`src/rtl/shift_scan_pkg.sv`:
```
// Shared types for the shift_scan_gen one-hot scanner: scan modes and FSM states.
package shift_scan_pkg;

  typedef enum logic [1:0] {
    MODE_BOUNCE = 2'b00,
    MODE_ROT_R  = 2'b01,
    MODE_ROT_L  = 2'b10,
    MODE_SINGLE = 2'b11
  } scan_mode_t;

  typedef enum logic {
    ST_IDLE = 1'b0,
    ST_RUN  = 1'b1
  } scan_state_t;

endpackage

```
`src/rtl/scan_dwell_timer.sv`:
```
// Dwell counter for shift_scan_gen: strobes o_step on the enabled cycle where the count
// reaches i_dwell, so each position is held for i_dwell+1 enabled cycles.
module scan_dwell_timer #(
  parameter int DW = 8
) (
  input  logic          CLK,
  input  logic          RSTna,
  input  logic          i_clr,
  input  logic          i_ena,
  input  logic [DW-1:0] i_dwell,
  output logic          o_step
);

  logic [DW-1:0] r_cnt;

  assign o_step = i_ena && (r_cnt == i_dwell);

  always_ff @(posedge CLK or negedge RSTna) begin
    if (!RSTna) begin
      r_cnt <= '0;
    end else if (i_clr) begin
      r_cnt <= '0;
    end else if (i_ena) begin
      r_cnt <= o_step ? '0 : r_cnt + 1'b1;
    end
  end

endmodule

```
`src/rtl/shift_scan_gen.sv`:
```
// Parametrised one-hot scanner (bounce / rotate-right / rotate-left / single-shot) with dwell.
// Optional macro SCAN_TRAIL_EN: Q also lights the previous position (two-hot trail).
module shift_scan_gen
  import shift_scan_pkg::*;
#(
  parameter int N  = 8,
  parameter int DW = 8,
  localparam int W = $clog2(N)
) (
  input  logic          CLK,
  input  logic          RSTna,
  input  logic          ENA,
  input  logic          START,
  input  logic [1:0]    MODE,
  input  logic [W-1:0]  LO,
  input  logic [W-1:0]  HI,
  input  logic [DW-1:0] DWELL,
  output logic [N-1:0]  Q,
  output logic [W-1:0]  POS,
  output logic          DIR,
  output logic          TC_LO,
  output logic          TC_HI,
  output logic          BUSY,
  output logic          DONE,
  output logic          ERR,
  output scan_state_t   o_dbg_state
);

  localparam logic [W-1:0] LP_LAST = W'(N - 1);
  localparam logic [W:0]   LP_MAX  = (W + 1)'(N - 1);

  scan_state_t   r_state, r_state_nxt;
  scan_mode_t    r_mode;
  logic [W-1:0]  r_pos, r_lo, r_hi;
  logic [DW-1:0] r_dwell;
  logic          r_dir, r_tc_lo, r_tc_hi, r_done, r_err;

  logic          w_start_ok, w_tmr_ena, w_step;
  logic [W-1:0]  w_start_pos, w_pos_nxt;
  logic          w_dir_nxt, w_tc_lo, w_tc_hi, w_done;

  // START is a one-cycle request with no back-pressure: it is either accepted
  // (config latched, scan restarted) or rejected with a one-cycle ERR pulse.
  assign w_start_ok  = START && (LO <= HI) && ({1'b0, HI} <= LP_MAX);
  assign w_start_pos = (scan_mode_t'(MODE) == MODE_ROT_L) ? LO : HI;
  // Any START, even a rejected one, freezes the dwell counter that cycle.
  assign w_tmr_ena   = (r_state == ST_RUN) && ENA && !START;

  scan_dwell_timer #(.DW(DW)) u_dwell (
    .CLK     (CLK),
    .RSTna   (RSTna),
    .i_clr   (w_start_ok),
    .i_ena   (w_tmr_ena),
    .i_dwell (r_dwell),
    .o_step  (w_step)
  );

  always_ff @(posedge CLK or negedge RSTna) begin
    if (!RSTna) r_state <= ST_IDLE;
    else        r_state <= r_state_nxt;
  end

  always_comb begin
    r_state_nxt = r_state;
    case (r_state)
      ST_IDLE: if (w_start_ok) r_state_nxt = ST_RUN;
      ST_RUN: begin
        if (w_start_ok)          r_state_nxt = ST_RUN;
        else if (w_step && w_done) r_state_nxt = ST_IDLE;
      end
      default: r_state_nxt = ST_IDLE;
    endcase
  end

  always_comb begin
    BUSY        = (r_state == ST_RUN);
    o_dbg_state = r_state;
    POS         = r_pos;
    DIR         = r_dir;
    TC_LO       = r_tc_lo;
    TC_HI       = r_tc_hi;
    DONE        = r_done;
    ERR         = r_err;
  end

  // Next position for one step; LO==HI degenerates to a hold that hits both ends.
  always_comb begin
    w_pos_nxt = r_pos;
    w_dir_nxt = r_dir;
    w_tc_lo   = 1'b0;
    w_tc_hi   = 1'b0;
    w_done    = 1'b0;
    if (r_lo == r_hi) begin
      w_tc_lo = 1'b1;
      w_tc_hi = 1'b1;
      w_done  = (r_mode == MODE_SINGLE);
    end else begin
      case (r_mode)
        MODE_BOUNCE: begin
          if (r_dir) begin
            if (r_pos == r_lo) begin
              w_pos_nxt = r_lo + 1'b1;
              w_dir_nxt = 1'b0;
              w_tc_lo   = 1'b1;
            end else begin
              w_pos_nxt = r_pos - 1'b1;
            end
          end else begin
            if (r_pos == r_hi) begin
              w_pos_nxt = r_hi - 1'b1;
              w_dir_nxt = 1'b1;
              w_tc_hi   = 1'b1;
            end else begin
              w_pos_nxt = r_pos + 1'b1;
            end
          end
        end
        MODE_ROT_R: begin
          if (r_pos == r_lo) begin
            w_pos_nxt = r_hi;
            w_tc_lo   = 1'b1;
          end else begin
            w_pos_nxt = r_pos - 1'b1;
          end
        end
        MODE_ROT_L: begin
          if (r_pos == r_hi) begin
            w_pos_nxt = r_lo;
            w_tc_hi   = 1'b1;
          end else begin
            w_pos_nxt = r_pos + 1'b1;
          end
        end
        default: begin
          w_pos_nxt = r_pos - 1'b1;
          if (w_pos_nxt == r_lo) begin
            w_tc_lo = 1'b1;
            w_done  = 1'b1;
          end
        end
      endcase
    end
  end

  always_ff @(posedge CLK or negedge RSTna) begin
    if (!RSTna) begin
      r_pos   <= LP_LAST;
      r_dir   <= 1'b1;
      r_lo    <= '0;
      r_hi    <= LP_LAST;
      r_mode  <= MODE_BOUNCE;
      r_dwell <= '0;
      r_tc_lo <= 1'b0;
      r_tc_hi <= 1'b0;
      r_done  <= 1'b0;
      r_err   <= 1'b0;
    end else begin
      r_tc_lo <= 1'b0;
      r_tc_hi <= 1'b0;
      r_done  <= 1'b0;
      r_err   <= START && !w_start_ok;
      if (w_start_ok) begin
        r_lo    <= LO;
        r_hi    <= HI;
        r_mode  <= scan_mode_t'(MODE);
        r_dwell <= DWELL;
        r_pos   <= w_start_pos;
        r_dir   <= (scan_mode_t'(MODE) != MODE_ROT_L);
      end else if (w_step) begin
        r_pos   <= w_pos_nxt;
        r_dir   <= w_dir_nxt;
        r_tc_lo <= w_tc_lo;
        r_tc_hi <= w_tc_hi;
        r_done  <= w_done;
      end
    end
  end

`ifdef SCAN_TRAIL_EN
  logic [W-1:0] r_prev;

  always_ff @(posedge CLK or negedge RSTna) begin
    if (!RSTna)          r_prev <= LP_LAST;
    else if (w_start_ok) r_prev <= w_start_pos;
    else if (w_step)     r_prev <= r_pos;
  end

  assign Q = (N'(1) << r_pos) | (N'(1) << r_prev);
`else
  assign Q = N'(1) << r_pos;
`endif

endmodule
```
`config.mk`:
```
export PLATFORM = sky130hd
export DESIGN_NAME = shift_scan_gen
export DESIGN_NICKNAME = d
export VERILOG_FILES = /design/src/rtl/shift_scan_pkg.sv /design/src/rtl/scan_dwell_timer.sv /design/src/rtl/shift_scan_gen.sv
export SDC_FILE = /design/constraint.sdc
export NUM_CORES = 1
export LEC_CHECK = 0
export ABC_AREA = 0
export BUFFER_PORTS_ARGS = -buffer_cell sky130_fd_sc_hd__buf_4
export CAP_MARGIN = 20
export CORE_MARGIN = 1.5
export CORE_UTILIZATION = 55
export CTS_CLUSTER_SIZE = 24
export DETAILED_ROUTE_END_ITERATION = 6
export GPL_ROUTABILITY_DRIVEN = 0
export GPL_TIMING_DRIVEN = 0
export HOLD_SLACK_MARGIN = 0.1
export PLACE_DENSITY = 0.78
export SLEW_MARGIN = 40
export SYNTH_ARGS = -nofsm -noshare
export SYNTH_HDL_FRONTEND = slang
export SYNTH_HIERARCHICAL = 1
export SYNTH_SLANG_ARGS = --single-unit
export TNS_END_PERCENT = 20
```
`constraint.sdc`:
```
create_clock -name CLK -period 2.81 [get_ports CLK]
set_clock_uncertainty 0.1 [all_clocks]
set_input_delay 0.1405 -clock CLK [delete_from_list [all_inputs] [get_ports CLK]]
set_output_delay 0.1405 -clock CLK [all_outputs]
set_load 0.05 [all_outputs]
```
After elaboration in Yosys (flattened, before gate mapping) --
Index checks and enable logic that the tools add are counted.
Operators by class: add/sub/neg operators 5, multipliers 0, divide/modulo/power cells 0, order comparisons 1, equal/unequal tests 11, shift operators 1, mux-type cells 40, bitwise operators 1, reduce and logical (&&, ||, !) cells 15
Operators by type and width (count):
- two-way mux 3 bit | 9
- two-way mux 1 bit | 24
- two-way mux 8 bit | 3
- equality test 3 bit | 4
- one-hot mux 3 bit (3 select lines) | 1
- adder 8 x 1 -> 8 bit (second input constant) | 1
- equality test 8 bit | 1
- << shifter 1 x 3 -> 8 bit (first input constant) | 1
- adder 3 x 1 -> 3 bit (second input constant) | 2
- equality test 2 bit (second input constant) | 3
- logical AND 1 bit | 6
- nonzero test 2 bit | 3
- subtractor 3 x 1 -> 3 bit (second input constant) | 2
- != test 2 bit (second input constant) | 2
- one-hot mux 1 bit (2 select lines) | 2
- less-or-equal comparator 3 bit | 1
- one-hot mux 1 bit (3 select lines) | 1
- AND reduction 3 bit | 1
- OR reduction 3 bit | 1
- equality test 2 x 1 -> 1 bit (second input constant) | 1
- zero test 1 bit | 2
- zero test 2 bit | 1
- AND reduction 2 bit | 1
- inverter 1 bit | 1
Storage, ports and cells: register bits 33, bits in latches 0, bits in writable memories 0, bits in read-only memories 0, output and inout bits 18, word-level logic and storage cells 86, memories 0

Logic depth before layout (Yosys ltp) --
Gate-level depths: netlist of the first run.
word-level depth 9, depth in mapped cells 12, mapped depth without buffers 10

By module --
Netlist of the first run, hierarchy kept.
By module, submodules not included:
- shift_scan_gen | instances 1, cells each 216, area each 1926.8 µm², seq. area each 634.4 µm²
- scan_dwell_timer | instances 1, cells each 51, area each 523.0 µm², seq. area each 200.2 µm²

Worst setup path after synthesis of the first run --
No wires, ideal clock.
path type reg-to-reg, start reg r_pos[1], in the netlist POS[1], end reg r_tc_lo, in the netlist TC_LO, setup time 0.087 ns, arrival time 2.334 ns, required time 2.623 ns, setup slack 0.289 ns, cell stages (with the launch flop) 9, cells stage by stage dfstp_2 buf_4 inv_1 ha_1 xor2_1 xor2_1 or3_1 o32a_1 a211oi_2
On the way: longest elaborated chain between the ends 7, elaborated cells on any way between the ends 10, those cells by class add/sub: 1; eq/ne: 2; mux: 7
Ends and longest elaborated chain:
- start, declared | line shift_scan_gen.sv:34 | logic [W-1:0] r_pos, r_lo, r_hi;
- start signal, assigned | line shift_scan_gen.sv:167 | r_pos <= w_start_pos;
- start signal, assigned | line shift_scan_gen.sv:170 | r_pos <= w_pos_nxt;
- subtractor 3 x 1 -> 3 bit / equality test 3 bit (equally long branches) | line shift_scan_gen.sv:135, shift_scan_gen.sv:101, shift_scan_gen.sv:119
- equality test 3 bit / two-way mux 1 bit (equally long branches) | line shift_scan_gen.sv:136, shift_scan_gen.sv:101, shift_scan_gen.sv:119
- two-way mux 1 bit, on equally long branches | line shift_scan_gen.sv:136, shift_scan_gen.sv:100
- one-hot mux 1 bit (3 select lines) (*) | line shift_scan_gen.sv:98 | case (r_mode)
- two-way mux 1 bit (*) | line shift_scan_gen.sv:93 | if (r_lo == r_hi) begin
- two-way mux 1 bit (*) | line shift_scan_gen.sv:169 | end else if (w_step) begin
- two-way mux 1 bit (*) | line shift_scan_gen.sv:162 | if (w_start_ok) begin
- end signal, assigned | line shift_scan_gen.sv:172 | r_tc_lo <= w_tc_lo;
- end, declared | line shift_scan_gen.sv:36 | logic r_dir, r_tc_lo, r_tc_hi, r_done, r_err;
Every way passes the cells marked *; elsewhere a longest branch is shown, timed or not. A chain may end at the register's enable or synchronous reset.

Final worst setup path of the first run --
start reg r_pos[0], in the netlist POS[0], end reg r_state, in the netlist BUSY
On the way: longest elaborated chain between the ends 9
Ends and longest elaborated chain:
- subtractor 3 x 1 -> 3 bit | line shift_scan_gen.sv:135 | w_pos_nxt = r_pos - 1'b1;
- equality test 3 bit | line shift_scan_gen.sv:136 | if (w_pos_nxt == r_lo) begin
- two-way mux 1 bit | line shift_scan_gen.sv:136
- two-way mux 1 bit | line shift_scan_gen.sv:98
- two-way mux 1 bit | line shift_scan_gen.sv:93
- logical AND 1 bit | line shift_scan_gen.sv:69 | else if (w_step && w_done) r_state_nxt = ST_IDLE;
- two-way mux 1 bit | line shift_scan_gen.sv:69
- two-way mux 1 bit | line shift_scan_gen.sv:68 | if (w_start_ok) r_state_nxt = ST_RUN;
- one-hot mux 1 bit (2 select lines) | line shift_scan_gen.sv:65 | case (r_state)
- named net r_state_nxt | line shift_scan_gen.sv:32 | scan_state_t r_state, r_state_nxt;
- end signal, assigned | line shift_scan_gen.sv:60 | else r_state <= r_state_nxt;
- end, declared | line shift_scan_gen.sv:32
The timed path passes the listed nets, and every way through them passes these cells.

==> results of run 1 <==
## critical path: cells and delay by family (launching register included)
kind / cells / cell delay, ns
fa+ha+maj: 1 / 0.29
flops: 1 / 0.57
buf+inv: 2 / 0.25
compound gates: 2 / 0.48
simple gates: 1 / 0.44
xor+xnor: 2 / 0.36
## per-layer routing
| layer | up-vias | track usage, % | wire [um] |
|---|---|---|---|
| li1 | 1044 | - | - |
| met1 | 1045 | 34.80 | 2633 |
| met2 | 67 | 40.17 | 2706 |
| met3 | 8 | 5.233 | 289 |
| met4 | 0 | 6.838 | 70 |
| met5 | - | 0 | 0 |
## power by group through the flow
stage                     logic [mW]  registers [mW]  clock network (mW)
after detailed placement        1.27           0.658                   0
after global routing            1.41           0.662               0.408
after CTS                       1.29           0.649               0.388
after global placement          1.25           0.652                   0
final                           1.30           0.650               0.379
after floorplan                0.926           0.713                   0
## area by class of cell
class | count | area, um2
Buffer | 17 | 113.9
Clock buffer | 7 | 86.33
Clock inverter | 1 | 7.507
Fill cell | 361 | 1257
Inverter | 19 | 71.32
Multi-Input combinational cell | 198 | 1430
Sequential cell | 33 | 834.6
Tap cell | 52 | 65.06
Timing Repair Buffer | 55 | 457.9
## sequential cells by signal, indices dropped and copies added (netlist names)
signal and flops:
DONE 1, TC_HI 1, BUSY 1, DIR 1
r_mode 2, r_lo 3, u_dwell/r_cnt 8, POS 3
TC_LO 1, ERR 1, r_dwell 8, r_hi 3
## cells by family (layout without fill, tap and decap cells)
group | count (synthesis) | in the layout | share of synthesized area [%]
AO/OA/AOI/OAI | 45 | 45 | 14.50
adder cells (fa/ha/maj) | 13 | 13 | 6.640
buffers and inverters | 36 | 99 | 7.559
XOR/XNOR | 29 | 29 | 12.82
AND/OR/NAND/NOR | 104 | 104 | 21.50
multiplexers | 7 | 7 | 2.911
flip-flops | 33 | 33 | 34.07
## layout by cell type, fill, tap and decap left out, types with 6 or more instances in the layout
cell / count
nand2_1: 47
buf_4: 41
dfrtp_1: 26
inv_1: 19
dlygate4sd3_1: 18
xnor2_1: 14
nor2_1: 13
ha_1: 13
xor2_1: 10
o21ai_0: 9
dfstp_2: 7
nor3_1: 7
nand3_1: 6
clkbuf_1: 6
mux2i_1: 6
clkbuf_8: 6
## synthesized netlist by cell type (all sizes together), types with 2 or more instances
cell type  count
nand2         47
dfrtp         26
inv           19
xnor2         17
ha            13
nor2          13
buf           12
xor2          12
o21ai         11
nor3          10
dfstp          7
nand3          7
mux2i          6
nand4          6
a211oi         5
clkbuf         5
nor2b          5
a21oi          4
a31oi          3
and2           3
or3            3
a311oi         2
a32oi          2
and3           2
nor4           2
o2111ai        2
o211ai         2
o311ai         2
o31ai          2
o32a           2
## path summary, 6_finish.rpt
| path | to | slack [ns] | cells after the start |
|---|---|---|---|
| worst min-delay path | POS[0] | 0.20 | 5 |
| worst min register to register | r_dwell[7] | 0.40 | 2 |
| max in group asynchronous | r_hi[2] | 2.04 | 2 |
| worst max register to register | BUSY | 0.18 | 8 |
| worst max-delay path | BUSY | 0.18 | 8 |
| min in group asynchronous | r_dwell[6] | 0.23 | 2 |
## stage by stage
step,cell area (um2),power [mW]
global placement,2793,1.898
detailed placement,2793,1.923
finish,3067,2.332
floorplan,2450,1.638
global route,3067,2.479
CTS,3067,2.330
## what timing repair did
action	CTS	global route
buffers inserted	0	0
hold endpoints to repair	50	0
endpoints found under the setup margin	0	0
hold buffers	18	0
==> out/metrics.cfg, run 1 <==
[outcome]
status=completed

[place]
dp_hpwl_um=4168
io_buffers=37
placedCellCount=356
pre_cts_slack_ns=0.1063

[logic_synthesis]
synth_warnings=6
synth.area.top_cells=dfrtp_1, dfstp_2, nand2_1, ha_1, xnor2_1
async_flop_share_pct=100.0
ys.flop_type=dfrtp_1
synth_area_per_cell_um2=9.175
seq_area_frac_synth_pct=34.07
syn_nets=300
syn_area_mm2=0.002450
synth_edf_count=0
yosysUniqueCellTypes=59
yosysTopAreaCell=dfrtp_1
synth_top_area_share_pct=26.56
yosys_register_bits=33
postSynthCellCount=267

[grt]
antenna_found_initial=0
overflow=0
grt_max_degree=34
grt_pass1_wl_um=9625
grt_usage_pct=25.09
grt_pass1_vias=2013

[sta]
period_needed_ns=2.630
setup_viol=0
final_max_slew_viol_count=0
finalSetupTns_ns=0
slew_headroom_pct=56.06
worst_slew_pin_slew_ns=0.6531
rsz0062_at_grt=false
hold_violations=0
fin_ws_ns=0.1797
fmax_ghz=0.3802
whs_ns=0.2013
fin_crit_sh_pct=93.61

[power]
power_switching_mw=1.051
p_sw_share_pct=45.06
p_int_mw=1.281
power_frac_comb_pct=55.9
total_leakage_power_nw=1.419
sequentialPowerShare_pct=27.9
pwr-share-clk_pct=16.3
peakVddDrop_mv=0.2950
power_density_mw_per_mm2=760.5

[critical_path]
start_kind=flip-flop
path_cells=buf_6 > inv_1 > ha_1 > xor2_1 > xor2_1 > or3_1 > a211oi_1 > o21ai_1
crit_arrival_ns=2.68
worst-setup-path-type=reg -> reg
cp-end-kind=flip-flop
slowest_delay_ns=0.57
critPathMaxFanout=6
reg2reg_from=POS[0]
critPathSlowestCell=dfstp_2
critPathRequiredTime_ns=2.86
cpMostUsedCell=xor2_1
crit_path_start=POS[0]

[drt]
viasPerCell=5.665
vias=2164
drt_iter0_markers=110
ant_nets=0
drt_first_pass_iters=4
drcViolationCount=0
routed_wl_um=5699
wl_per_cell_um=14.92

[clock_network]
cts_sinks=33
cts_resized=0
cts.clk_slew.worst_paths_ns=0.07
cts_max_level=2
cts_tree=done
clk_latency_ns=0.29
cts_root_buffer=clkbuf_8
numCtsBuffers=5
clockBufferDepth=2

[die]
rows=24
die_x_um=69.74
die_y_um=69.74
die_area_mm2=0.004864
initial_core_util_pct=56.66
core_area_mm2=0.004324
ios=38

[hold_path]
hold_path.class=in -> reg
min_from=LO[0]

[finish]
drive_gt1_share_pct=23.94
antenna_cells=0
nets=362
final_cell_count_no_fill=382
syn_to_final_growth_pct=25.18
utilization_pct=70.92

[flow_run]
drv_cap=0

No activity file was read; power rests on OpenSTA's default activity.
==> run 2, diff against run 1 <==
--- a/config.mk
+++ b/config.mk
@@ -19,6 +19,5 @@
 export SLEW_MARGIN = 40
 export SYNTH_ARGS = -nofsm -noshare
 export SYNTH_HDL_FRONTEND = slang
-export SYNTH_HIERARCHICAL = 1
 export SYNTH_SLANG_ARGS = --single-unit
 export TNS_END_PERCENT = 20
==> run 2 against run 1 <==
Against the previous run: maximum frequency grew 2.4%; setup slack better by 0.061 ns; sequential power is 2% higher; largest power group unchanged; register-to-register slack improved by 0.36 ns; wire length is 3.8% higher; count of clock-buffer cells in the layout fell by 2; flip-flop and latch count unchanged; critical path type is now in -> reg.
==> out/metrics.cfg, run 2 <==
[outcome]
status=completed

[clock_network]
numCtsBuffers=5  ; unchanged
cts_max_level=2  ; unchanged
cts_setup_buffers=0  ; unchanged
hold_buffers=18  ; unchanged
clockBufferDepth=2  ; unchanged
clk_latency_ns=0.29  ; about the same
cts_tree=done
cts_root_buffer=clkbuf_8
cts.clk_slew.worst_paths_ns=0.07  ; about the same
cts_sinks=33  ; unchanged
cts_resized=0  ; unchanged

[logic_synthesis]
synth_edf_count=0  ; unchanged
synth.area.top_cells=dfrtp_1, dfstp_2, nand2_1, ha_1, xnor2_1
synth_area_per_cell_um2=9.042  ; -1.5%
syn_area_mm2=0.002396  ; -2.2%
synth_fa_ha_area_share_pct=6.789  ; +0.15 points
synthSimpleGateAreaFrac_pct=25.12  ; +3.6 points
synth_top_family_by_area=simple AND/OR/NAND/NOR gates
yosysUniqueCellTypes=58  ; -1.7%
async_flop_share_pct=100.0  ; unchanged
yosysTopAreaCell=dfrtp_1
yosys_register_bits=33  ; unchanged
seq_area_frac_synth_pct=34.83  ; +0.76 points
synth_compound_area_share_pct=16.19  ; +1.7 points
synth_mux_area_share_pct=3.029  ; +0.12 points
synth_xor_area_share_pct=8.303  ; -4.5 points
syn_nets=298  ; -0.67%
synthTopCellsByCount=nand2_1, dfrtp_1, o21ai_0
postSynthCellCount=265  ; -0.75%
synth_warnings=0  ; -6
synth_top_area_share_pct=27.15  ; +0.60 points
ys.flop_type=dfrtp_1
synth.most_common_cell=nand2_1

[sta]
fin_crit_sh_pct=91.43  ; -2.2 points
finalSetupTns_ns=0  ; unchanged
whs_ns=0.1707  ; -0.03059 ns
period_needed_ns=2.569  ; -0.06126 ns
rsz0062_at_grt=false
setup_viol=0  ; unchanged
fmax_ghz=0.3892  ; +2.4%
slew_headroom_pct=51.17  ; -4.9 points
worst_slew_pin_slew_ns=0.7269  ; +0.07381 ns
final_max_slew_viol_count=0  ; unchanged
hold_violations=0  ; unchanged
fin_ws_ns=0.2409  ; +0.06126 ns

[drt]
drt_first_pass_iters=4  ; unchanged
wl_per_cell_um=15.65  ; +4.9%
drt_iter0_markers=245  ; +120%
routed_wl_um=5914  ; +3.8%
viasPerCell=5.780  ; +2.0%
vias=2185  ; +0.97%
ant_nets=0  ; unchanged
drcViolationCount=0  ; unchanged

[die]
ios=38  ; unchanged
die_area_mm2=0.004762  ; -2.1%
core_area_mm2=0.004086  ; -5.5%
rows=23  ; -4.2%
initial_core_util_pct=58.63  ; +2.0 points
die_y_um=69.01  ; -1.1%
die_x_um=69.01  ; -1.1%

[critical_path]
slowest_delay_ns=0.54  ; -0.03 ns
r2r_slack_ns=0.54  ; +0.36 ns
critPathRequiredTime_ns=2.92  ; +0.06 ns
critPathSlowestCell=dlygate4sd3_1
critPathMaxFanout=10  ; +4
worst-path-buf-inv=4  ; +2
crit_arrival_ns=2.68  ; about the same
cp-end-kind=flip-flop
path_cells=dlygate4sd3_1 > buf_4 > inv_1 > ha_1 > o21ai_0 > o21a_1 > clkbuf_1 > a21oi_1 > o2bb2ai_1
crit_cells=9  ; +1
crit_family=compound AO/OA/AOI/OAI gates
r2r_cells=6  ; -2
start_kind=primary input
worst-setup-path-type=in -> reg

[power]
total_leakage_power_nw=1.380  ; -2.7%
total_power_mw=2.122  ; -9.0%
peakVddDrop_mv=0.4850  ; +64%
power_density_mw_per_mm2=706.7  ; -7.1%

[place]
io_buffers=37  ; unchanged
dp_hpwl_um=4129  ; -0.93%
pre_cts_slack_ns=0.5399  ; +0.4335 ns
postPlaceCellArea_mm2=0.002736  ; -2.0%

[finish]
fillers=314  ; -13%
multi_input_area_mm2=0.001424  ; -0.44%
layout_common_cells=nand2_1, buf_4, dfrtp_1
nets=360  ; -0.55%
layout_commonest_cell=nand2_1
register_area_um2=834.6  ; unchanged
antenna_cells=0  ; unchanged
largest_registers=r_dwell (8), u_dwell.r_cnt (8)
post-route-cell-area_mm2=0.003003  ; -2.1%
drive_gt1_share_pct=21.65  ; -2.3 points
syn_to_final_growth_pct=25.33

[grt]
grt_max_degree=34  ; unchanged
overflow=0  ; unchanged
grt_pass1_wl_um=10100  ; +4.9%
grt_usage_pct=26.34  ; +1.2 points
grt_pass1_vias=2107  ; +4.7%
antenna_found_initial=0  ; unchanged

[hold_path]
whs_path_depth=4  ; -1
hold_path.class=in -> reg

[flow_run]
drv_cap=0  ; unchanged

[run 2: cell count changes after synthesis, moves of 4 or more]
cell / before / now
xnor2_1: 14 / 10
a21oi_1: 4 / 9
o21ai_0: 9 / 14
inv_1: 19 / 12
nand2b_1: 1 / 5
a31o_2: 0 / 4
[run 2: worst paths after layout]
check,start,end
setup / recovery,HI[2],DIR
hold / removal,ENA,u_dwell.r_cnt[0]
setup reg to reg,r_lo[2],POS[1]
hold reg to reg,r_dwell[3],r_dwell[3]
max in group asynchronous,RSTna,POS[0]
min in group asynchronous,RSTna,TC_HI
[run 2: worst reg2reg max path, delay by kind of cell (launching register included)]
kind                      cells  cell delay (ns)
and+or+nand+nor               2             0.54
DFF                           1             0.36
xor gates and xnor gates      1             0.33
buffers and inverters         1             0.22
AOI/OAI and AO/OA             2             0.65
[run 2: where the power goes]
part | internal, mW | switching, mW
Sequential | 0.566 | 0.0998
Clock | 0.171 | 0.189
Combinational | 0.450 | 0.646
Total | 1.19 | 0.935
[run 2: cell families (layout without fill, tap and decap cells)]
family          after synthesis  in the layout
flops                        33             33
fa+ha+maj                    13             13
buf+inv                      25             88
compound gates               55             55
mux                           7              7
xor+xnor                     21             21
simple gates                111            111
[run 2: routing by layer]
layer  vias to the layer above  track usage, %  share of wire [%]
met4                         0           8.715               0.91
met2                        81           40.92                 47
met3                         7           4.240                7.5
li1                       1063               -                  -
met5                         -               0                  0
met1                      1034           37.48                 44
[run 2: cell type report]
class / instances / area share [%]
multi-input combinational: 207 / 47.42
sequential: 33 / 27.79
timing repair buffer: 55 / 15.25
buffer: 13 / 3.083
clock buffer: 5 / 2.292
tap: 50 / 2.083
inverter: 12 / 1.500
clock inverter: 3 / 0.5833
[run 2: through the flow]
step	std cells	util (%)
2_1_floorplan	265	-
3_3_place_gp	352	66.96
3_5_place_dp	352	66.96
4_1_cts	378	73.48
5_1_grt	378	73.48
6_report	378	73.48
==> run 3, diff against run 2 <==
--- a/config.mk
+++ b/config.mk
@@ -15,9 +15,10 @@
 export GPL_ROUTABILITY_DRIVEN = 0
 export GPL_TIMING_DRIVEN = 0
 export HOLD_SLACK_MARGIN = 0.1
-export PLACE_DENSITY = 0.78
+export PLACE_DENSITY = 0.86
 export SLEW_MARGIN = 40
 export SYNTH_ARGS = -nofsm -noshare
 export SYNTH_HDL_FRONTEND = slang
+export SYNTH_HIERARCHICAL = 1
 export SYNTH_SLANG_ARGS = --single-unit
 export TNS_END_PERCENT = 20
==> run 3 against run 2 <==
Against the previous run: worst hold slack gained 0.034 ns; sequential power shrank 3%; setup slack lost 0.16 ns; wire length grew 0.57%; flip-flop and latch count is the same; sequential share of layout area shrank 0.60 points; total power grew 11%; highest routed layer unchanged; global-route usage shrank 1.1 points; maximum frequency shrank 6.0%.
==> out/metrics.cfg, run 3 (synthesis results as in run 1) <==
[sta]
final_max_slew_viol_count=0  ; unchanged
hold_violations=0  ; unchanged
setup_viol=0  ; unchanged
rsz0062_at_grt=false
whs_ns=0.2049  ; +0.03414 ns
fin_ws_ns=0.07722  ; -0.1637 ns
fin_crit_sh_pct=97.25  ; +5.8 points
period_needed_ns=2.733  ; +0.1637 ns
finalSetupTns_ns=0  ; unchanged
slew_headroom_pct=60.29  ; +9.1 points
fmax_ghz=0.3659  ; -6.0%
worst_slew_pin_slew_ns=0.5903  ; -0.1366 ns

[critical_path]
critPathSlowestCell=dfstp_2
r2r_slack_ns=0.08  ; -0.46 ns
crit_arrival_ns=2.78  ; +0.10 ns
path_cells=buf_6 > inv_1 > ha_1 > xor2_1 > xor2_1 > or3_1 > a211oi_1 > o21ai_1
critPathRequiredTime_ns=2.86  ; -0.06 ns
start_kind=flip-flop
slowest_delay_ns=0.58  ; +0.04 ns
worst-setup-path-type=reg -> reg
cpMostUsedCell=xor2_1
critPathMaxFanout=6  ; -4
cp-end-kind=flip-flop

[die]
rows=24  ; +4.3%
die_y_um=69.74  ; +1.1%
die_x_um=69.74  ; +1.1%
ios=38  ; unchanged
initial_core_util_pct=56.66  ; -2.0 points
die_area_mm2=0.004864  ; +2.1%
core_area_mm2=0.004324  ; +5.8%

[finish]
utilization_pct=70.98  ; -2.5 points
fillers=320  ; +1.9%
syn_to_final_growth_pct=25.28  ; about the same
drive_gt1_share_pct=24.24  ; +2.6 points
layout_commonest_cell=nand2_1
antenna_cells=0  ; unchanged
post-route-cell-area_mm2=0.003069  ; +2.2%
nets=362  ; +0.56%
largest_registers=r_dwell (8), u_dwell/r_cnt (8)
layout_common_cells=nand2_1, buf_4, dfrtp_1
final_cell_count_no_fill=382  ; +1.1%

[grt]
grt_max_degree=34  ; unchanged
grt_pass1_wl_um=9680  ; -4.2%
grt_usage_pct=25.22  ; -1.1 points
antenna_found_initial=0  ; unchanged
overflow=0  ; unchanged
grt_pass1_vias=2047  ; -2.8%

[clock_network]
cts_root_buffer=clkbuf_8
clk_latency_ns=0.29  ; about the same
clockBufferDepth=2  ; unchanged
cts_setup_buffers=0  ; unchanged
cts_resized=0  ; unchanged
cts_tree=done
cts_max_level=2  ; unchanged
cts.clk_slew.worst_paths_ns=0.07  ; about the same
hold_buffers=18  ; unchanged
numCtsBuffers=5  ; unchanged
cts_sinks=33  ; unchanged

[drt]
drt_iter0_markers=158  ; -36%
routed_wl_um=5948  ; +0.57%
ant_nets=0  ; unchanged
viasPerCell=5.759  ; -0.37%
vias=2200  ; +0.69%
wl_per_cell_um=15.57  ; -0.48%
drcViolationCount=0  ; unchanged
drt_first_pass_iters=4  ; unchanged

[power]
power_density_mw_per_mm2=767.8  ; +8.6%
sequentialPowerShare_pct=27.6  ; -3.8 points
p_sw_share_pct=45.65  ; +1.6 points
power_switching_mw=1.076  ; +15%
p_int_mw=1.281  ; +7.9%
total_leakage_power_nw=1.425  ; +3.2%
pwr-share-clk_pct=16.3  ; -0.7 points
power_frac_comb_pct=56.1  ; +4.5 points
peakVddDrop_mv=0.4778  ; -1.5%
total_power_mw=2.356  ; +11%

[flow_run]
drv_cap=0  ; unchanged

[outcome]
status=completed

[place]
pre_cts_slack_ns=0.09386  ; -0.4460 ns
placedCellCount=356  ; +1.1%
io_buffers=37  ; unchanged
postPlaceCellArea_mm2=0.002793  ; +2.1%
dp_hpwl_um=4082  ; -1.1%

[hold_path]
hold_path.class=in -> reg

-- run 3: layout make-up --
class | count | area [um2] | share of cell area, %
inverter | 19 | 71.32 | 2.324
clock inverter | 2 | 13.76 | 0.4484
timing repair buffer | 55 | 457.9 | 14.92
sequential | 33 | 834.6 | 27.19
multi-input combinational | 198 | 1430 | 46.60
clock buffer | 6 | 82.58 | 2.691
buffer | 17 | 113.9 | 3.710
tap | 52 | 65.06 | 2.120
-- run 3: final timing paths --
| path | start | endpoint | cells after the start |
|---|---|---|---|
| setup / recovery | POS[0] | BUSY | 8 |
| hold / removal | LO[0] | POS[0] | 5 |
| setup reg to reg | POS[0] | BUSY | 8 |
| hold reg to reg | r_dwell[2] | r_dwell[2] | 2 |
| max in group asynchronous | RSTna | r_hi[1] | 2 |
| min in group asynchronous | RSTna | r_dwell[1] | 2 |
-- run 3: critical path, delay by kind of cell (launching register included) --
family | cells | cell delay, ns
XOR/XNOR | 2 | 0.37
flip-flops | 1 | 0.58
buffers and inverters | 2 | 0.25
adder cells (fa/ha/maj) | 1 | 0.29
AND/OR/NAND/NOR | 1 | 0.44
AO/OA/AOI/OAI | 2 | 0.56
-- run 3: layer usage --
layer / global-route usage, % / wire (um)
met1: 33.12 / 2587
met2: 42.31 / 2868
met3: 4.797 / 410
met4: 7.906 / 82
met5: 0 / 0
-- run 3: power by group through the flow --
stage	registers [mW]	clock network, mW	logic, mW
3_5_place_dp	0.657	0	1.27
3_3_place_gp	0.652	0	1.24
6_report	0.649	0.385	1.32
5_1_grt	0.656	0.400	1.42
2_1_floorplan	0.713	0	0.926
4_1_cts	0.649	0.386	1.30
